File: config.mk
export PLATFORM = sky130hd
export DESIGN_NAME = mul_unit
export DESIGN_NICKNAME = d
export VERILOG_FILES = /design/src/rtl/mul_unit.sv
export SDC_FILE = /design/constraint.sdc
export NUM_CORES = 1
export LEC_CHECK = 0
export BUFFER_PORTS_ARGS = -buffer_cell sky130_fd_sc_hd__buf_2
export CAP_MARGIN = 5
export CORE_UTILIZATION = 45
export DETAILED_ROUTE_END_ITERATION = 8
export GPL_ROUTABILITY_DRIVEN = 1
export PLACE_DENSITY = 0.76
export SKIP_LAST_GASP = 1
export SLEW_MARGIN = 25
export SYNTH_ARGS = -nofsm -noshare
export SYNTH_HDL_FRONTEND = slang
export SYNTH_SLANG_ARGS = --single-unit
File: constraint.sdc
create_clock -name clk -period 6.5 [get_ports clk]
set_clock_uncertainty 0.15 [all_clocks]
set_input_delay 0.325 -clock clk [delete_from_list [all_inputs] [get_ports clk]]
set_output_delay 0.325 -clock clk [all_outputs]
set_load 0.005 [all_outputs]
File: src/rtl/mul_unit.sv
// Iterative 32x32->64 multiply / multiply-accumulate unit (MUL/MLA/UMULL/UMLAL/SMULL/SMLAL), radix-2 shift-add.
// Latency: WIDTH+1 edges from the accepted start to the done edge; throughput one op per WIDTH+2 cycles.
// Backpressure: none; start is sampled only in IDLE, and a start while busy is dropped without queuing.
module mul_unit #(
    parameter int WIDTH = 32
) (
    input  logic             clk,
    input  logic             rst_n,
    input  logic             start,
    input  logic             is_signed,
    input  logic             accumulate,
    input  logic [WIDTH-1:0] op_a,
    input  logic [WIDTH-1:0] op_b,
    input  logic [WIDTH-1:0] acc_hi,
    input  logic [WIDTH-1:0] acc_lo,
    output logic             busy,
    output logic             done,
    output logic [WIDTH-1:0] result_hi,
    output logic [WIDTH-1:0] result_lo,
    output logic             flag_n,
    output logic             flag_z
);

    localparam int PW = 2 * WIDTH;

    // The iteration counter is 6 bits wide, which bounds WIDTH to 64.
    localparam logic [5:0]       LAST_CNT = 6'(WIDTH - 1);
    localparam logic [WIDTH-1:0] ONE_W    = {{(WIDTH-1){1'b0}}, 1'b1};
    localparam logic [PW-1:0]    ONE_P    = {{(PW-1){1'b0}}, 1'b1};

    typedef enum logic [1:0] {
        IDLE  = 2'd0,
        CALC  = 2'd1,
        FINAL = 2'd2
    } state_t;

    state_t state;
    state_t state_nxt;

    logic [5:0]       cnt;
    logic [WIDTH-1:0] mcand;      // |op_a| (or op_a when unsigned)
    logic [PW:0]      prod;       // 2W+1-bit partial product; low half starts as the multiplier
    logic             neg;        // final product must be negated
    logic             acc_en;     // accumulate captured at start
    logic [PW-1:0]    acc_val;    // {acc_hi, acc_lo} captured at start

    logic [WIDTH-1:0] mag_a;
    logic [WIDTH-1:0] mag_b;
    logic [WIDTH:0]   upper_sum;
    logic [PW:0]      prod_step;
    logic [PW-1:0]    prod_mag;
    logic [PW-1:0]    prod_sgn;
    logic [PW-1:0]    final_p;

    // State register.
    always_ff @(posedge clk or negedge rst_n) begin
        if (!rst_n) begin
            state <= IDLE;
        end else begin
            state <= state_nxt;
        end
    end

    // Next-state logic: IDLE waits for start, CALC runs WIDTH iterations, FINAL always returns to IDLE.
    always_comb begin
        state_nxt = state;
        case (state)
            IDLE:    if (start) state_nxt = CALC;
            CALC:    if (cnt == LAST_CNT) state_nxt = FINAL;
            FINAL:   state_nxt = IDLE;
            default: state_nxt = IDLE;
        endcase
    end

    // Output decode: busy covers CALC and FINAL, so it drops on the same edge done rises.
    always_comb begin
        busy = (state != IDLE);
    end

    // Operand magnitudes; the most negative value maps to itself and is then read as unsigned.
    always_comb begin
        mag_a = op_a;
        mag_b = op_b;
        if (is_signed && op_a[WIDTH-1]) mag_a = (~op_a) + ONE_W;
        if (is_signed && op_b[WIDTH-1]) mag_b = (~op_b) + ONE_W;
    end

    // One shift-add step: conditionally add the multiplicand to the upper half, then shift right by one.
    always_comb begin
        upper_sum = prod[PW:WIDTH] + {1'b0, mcand};
        if (prod[0]) begin
            prod_step = {1'b0, upper_sum, prod[WIDTH-1:1]};
        end else begin
            prod_step = {1'b0, prod[PW:1]};
        end
    end

    // Sign fix-up and optional accumulate of the finished magnitude product, all modulo 2^(2W).
    always_comb begin
        prod_mag = prod[PW-1:0];
        prod_sgn = neg ? ((~prod_mag) + ONE_P) : prod_mag;
        final_p  = acc_en ? (prod_sgn + acc_val) : prod_sgn;
    end

    // Datapath registers: capture in IDLE, iterate in CALC, publish result and flags in FINAL.
    always_ff @(posedge clk or negedge rst_n) begin
        if (!rst_n) begin
            cnt       <= 6'd0;
            mcand     <= '0;
            prod      <= '0;
            neg       <= 1'b0;
            acc_en    <= 1'b0;
            acc_val   <= '0;
            done      <= 1'b0;
            result_hi <= '0;
            result_lo <= '0;
            flag_n    <= 1'b0;
            flag_z    <= 1'b0;
        end else begin
            done <= 1'b0;
            case (state)
                IDLE: begin
                    if (start) begin
                        cnt     <= 6'd0;
                        mcand   <= mag_a;
                        prod    <= {{(WIDTH+1){1'b0}}, mag_b};
                        neg     <= is_signed & (op_a[WIDTH-1] ^ op_b[WIDTH-1]);
                        acc_en  <= accumulate;
                        acc_val <= {acc_hi, acc_lo};
                    end
                end
                CALC: begin
                    prod <= prod_step;
                    cnt  <= cnt + 6'd1;
                end
                FINAL: begin
                    result_hi <= final_p[PW-1:WIDTH];
                    result_lo <= final_p[WIDTH-1:0];
                    flag_n    <= final_p[PW-1];
                    flag_z    <= (final_p == '0);
                    done      <= 1'b1;
                end
                default: begin
                    cnt <= 6'd0;
                end
            endcase
        end
    end

endmodule
==> flow_summary.json <==
{
  "status": "completed",
  "leakagePower_nw": 9.99,
  "rsz0062_at_grt": "no",
  "globalRouteMet3Util_pct": 3.26,
  "die_w_um": 206,
  "end_kind": "flip-flop",
  "seq_area_um2": 5910,
  "routed_via_density": 5.96,
  "fin_tns_setup_ps": 0,
  "io_buffers": 200,
  "swShare_pct": 49.8,
  "yosys_warnings": 0,
  "multiInputGateArea_um2": 12100,
  "path_clk_slew_ps": 60,
  "finalWirelength_um": 61000,
  "grt_busiest_layer": "met2",
  "maxSlewViolCount": 0,
  "synthCells": 2311,
  "synth-xor-area-share_pct": 8.47,
  "globalplace.congestion": 0.990,
  "die_h_um": 206,
  "power_density_nw_per_um2": 496,
  "final_nets": 2810,
  "grt_start_max_net_pins": 127,
  "num_vias": 18600,
  "switchingPower_mw": 5.50,
  "grt_use_total_pct": 28.5,
  "placedCellCount": 2937,
  "intPower_mw": 5.54,
  "grt_pass1_wl_um": 95600,
  "mappedNetlistNets": 2560,
  "seq_area_frac_synth_pct": 31.5,
  "worst-slew-pin-transition_ps": 959,
  "ant_nets": 0,
  "slew_headroom_pct": 35.1,
  "path_max_fanout": 8,
  "htreeDepth": 1,
  "setup.worst_path.class": "reg -> reg",
  "combPwrFrac_pct": 63.2,
  "area_growth_pct": 18.9,
  "synthSimpleGateAreaFrac_pct": 21.3,
  "grt_pass1_vias": 17600,
  "antenna_found_initial": 1,
  "drive_gt1_share_pct": 12.9,
  "power.share.clock_pct": 15.0,
  "start_util_pct": 45.8,
  "cts_made_buffers": 27,
  "drt-pass1-iter-count": 7,
  "core_um2": 40900,
  "required_ps": 6840,
  "fin_crit_sh_pct": 95.9,
  "cts_tree": "yes",
  "row_count": 74,
  "synth_compound_area_share_pct": 23.9,
  "wl_per_cell_um": 19.6,
  "ys_ff_latch": 236,
  "ys_async_sr_fraction_pct": 100,
  "synth_edf_count": 0,
  "critical-path-slowest-cell": "or4_1",
  "die-area_um2": 42400,
  "min_period_ps": 6230,
  "hpwl_um": 45600,
  "synthFlopType": "dfrtp_1",
  "num_io_pins": 201,
  "fillers": 3779,
  "overflow": 0,
  "maxCapViolations": 0,
  "cts-root-buf": "clkbuf_16",
  "layout.cells.non_filler": 3112,
  "seqPwrFrac_pct": 21.8,
  "clk_latency_ps": 570,
  "synthMuxAreaShare_pct": 2.79,
  "drt_iter0_markers": 1675,
  "crit_chain": "or4_1, or4_4, or3_1, or3_1, nand2_1, xnor2_1, ha_1, a21o_1, a31oi_1, o21ai_0, a221oi_1, o221a_2, nand4b_1, nor3b_1, nor4_1, nand4_1, nor4_2, nand4_1, nand2_1",
  "post_cts_buffers": 0,
  "layout_common_cells": "430 x nand2_1, 235 x dfrtp_1, 229 x o21ai_0, 199 x buf_2, 144 x a21oi_1",
  "hold_viol": 0,
  "syn_area_per_cell_um2": 8.10,
  "drc": 0,
  "dpl_worst_slack_ps": 332,
  "cpPeakStageDelay_ps": 680,
  "ir_drop_uv": 218,
  "timing.final.ws_setup_ps": 268,
  "met2_usage_pct": 44.8,
  "synthAdderAreaFrac_pct": 7.83,
  "clock-sinks": 236,
  "mostFrequentLayoutCell": "nand2_1",
  "grtUsageMet1_pct": 40.6,
  "crit_arrival_ps": 6570,
  "netlist_area_um2": 18700,
  "ys_types": 94,
  "clk_path_buf_depth": 3,
  "place_area_um2": 20000,
  "setup_violations": 0,
  "startpoint_type": "flip-flop",
  "max_freq_mhz": 160,
  "synth_top_family_by_area": "compound AO/OA/AOI/OAI gates",
  "holdCritPathClass": "in -> reg",
  "fin_area_um2": 22300
}
-- path summary, 6_finish.rpt --
path                          start          end  slack [ps]  cells after the start
max in group asynchronous     rst_n  acc_val[47]        4820                      3
min in group asynchronous     rst_n      prod[4]         210                      2
hold / removal             op_a[27]    mcand[27]          20                      3
setup / recovery           prod[15]       flag_z         270                     19
setup reg to reg           prod[15]       flag_z         270                     19
hold reg to reg              flag_z       flag_z         310                      2
-- metal layers --
| metal | part of all wire, % | wire length, um | up-vias |
|---|---|---|---|
| met5 | 0 | 0 | - |
| li1 | - | - | 8869 |
| met1 | 46 | 27800 | 8829 |
| met2 | 44 | 27000 | 741 |
| met4 | 3.2 | 1970 | 0 |
| met3 | 6.9 | 4200 | 111 |
-- synth_stat cells (14+ instances only) --
cell / number / area (um^2)
a211oi_1: 18 / 135
a21o_1: 60 / 450
mux2_2: 15 / 169
o211ai_1: 18 / 135
xnor2_1: 121 / 1060
nor2_1: 138 / 518
o21ai_0: 229 / 1150
a31oi_1: 23 / 144
o31ai_1: 32 / 240
ha_1: 114 / 1430
inv_1: 49 / 184
nand4_1: 37 / 231
buf_1: 14 / 52.6
or3_1: 19 / 119
mux2i_1: 33 / 330
a22oi_1: 30 / 225
a21oi_1: 144 / 721
o21bai_1: 21 / 158
dfrtp_1: 236 / 5910
and2_1: 16 / 100
nand2_1: 431 / 1620
nor4_1: 22 / 138
xor2_1: 60 / 526
clkbuf_1: 96 / 360
o21a_1: 14 / 105
nand3_1: 46 / 230
nor3_1: 42 / 210
-- through the flow --
stage	utilization, %	hold WS, ps	power [mW]
after floorplan	-	-121	7.30
after global placement	48.8	272	9.02
after detailed placement	48.9	279	9.11
after CTS	54.3	3.64	10.9
after global routing	54.4	18.1	11.8
final	54.4	21.6	11.0
-- worst max-delay path: cells and delay by family (launching register included) --
kind / cells / cell delay (ps)
flops: 1 / 430
simple gates: 12 / 3450
compound gates: 5 / 1590
fa+ha+maj: 1 / 330
xor+xnor: 1 / 190
-- area by class of cell --
type                            instances  area share [%]
Multi-Input combinational cell       1901            54.3
Inverter                               50           0.843
Antenna cell                            1          0.0112
Sequential cell                       236            26.5
Clock buffer                           36            3.37
Clock inverter                         11           0.922
Timing Repair Buffer                  345            11.0
Tap cell                              532            2.99
-- kinds of logic after synthesis --
family	after synthesis
compound gates	701
xor+xnor	181
fa+ha+maj	116
buf+inv	174
flops	236
mux	49
simple gates	854
-- power groups by stage --
stage          registers [mW]  clock network [mW]  logic (mW)
3_3_place_gp             2.38                   0        6.64
4_1_cts                  2.38                1.68        6.81
3_5_place_dp             2.40                   0        6.70
2_1_floorplan            2.15                   0        5.14
5_1_grt                  2.46                1.74        7.63
6_report                 2.40                1.66        6.98
-- registers in the layout, summed over array words and instances (netlist names), 2 cells and up --
register,flops
acc_val,64
cnt,6
mcand,32
prod,64
result_hi,32
result_lo,32
state,2
-- what timing repair did --
item / 4_1_cts / 5_1_grt
hold endpoints to repair: 234 / 0
endpoints found under the setup margin: 0 / 2
hold buffers: 127 / 0
gates resized for setup: 0 / 4
Power figures use the tool's default switching activity.
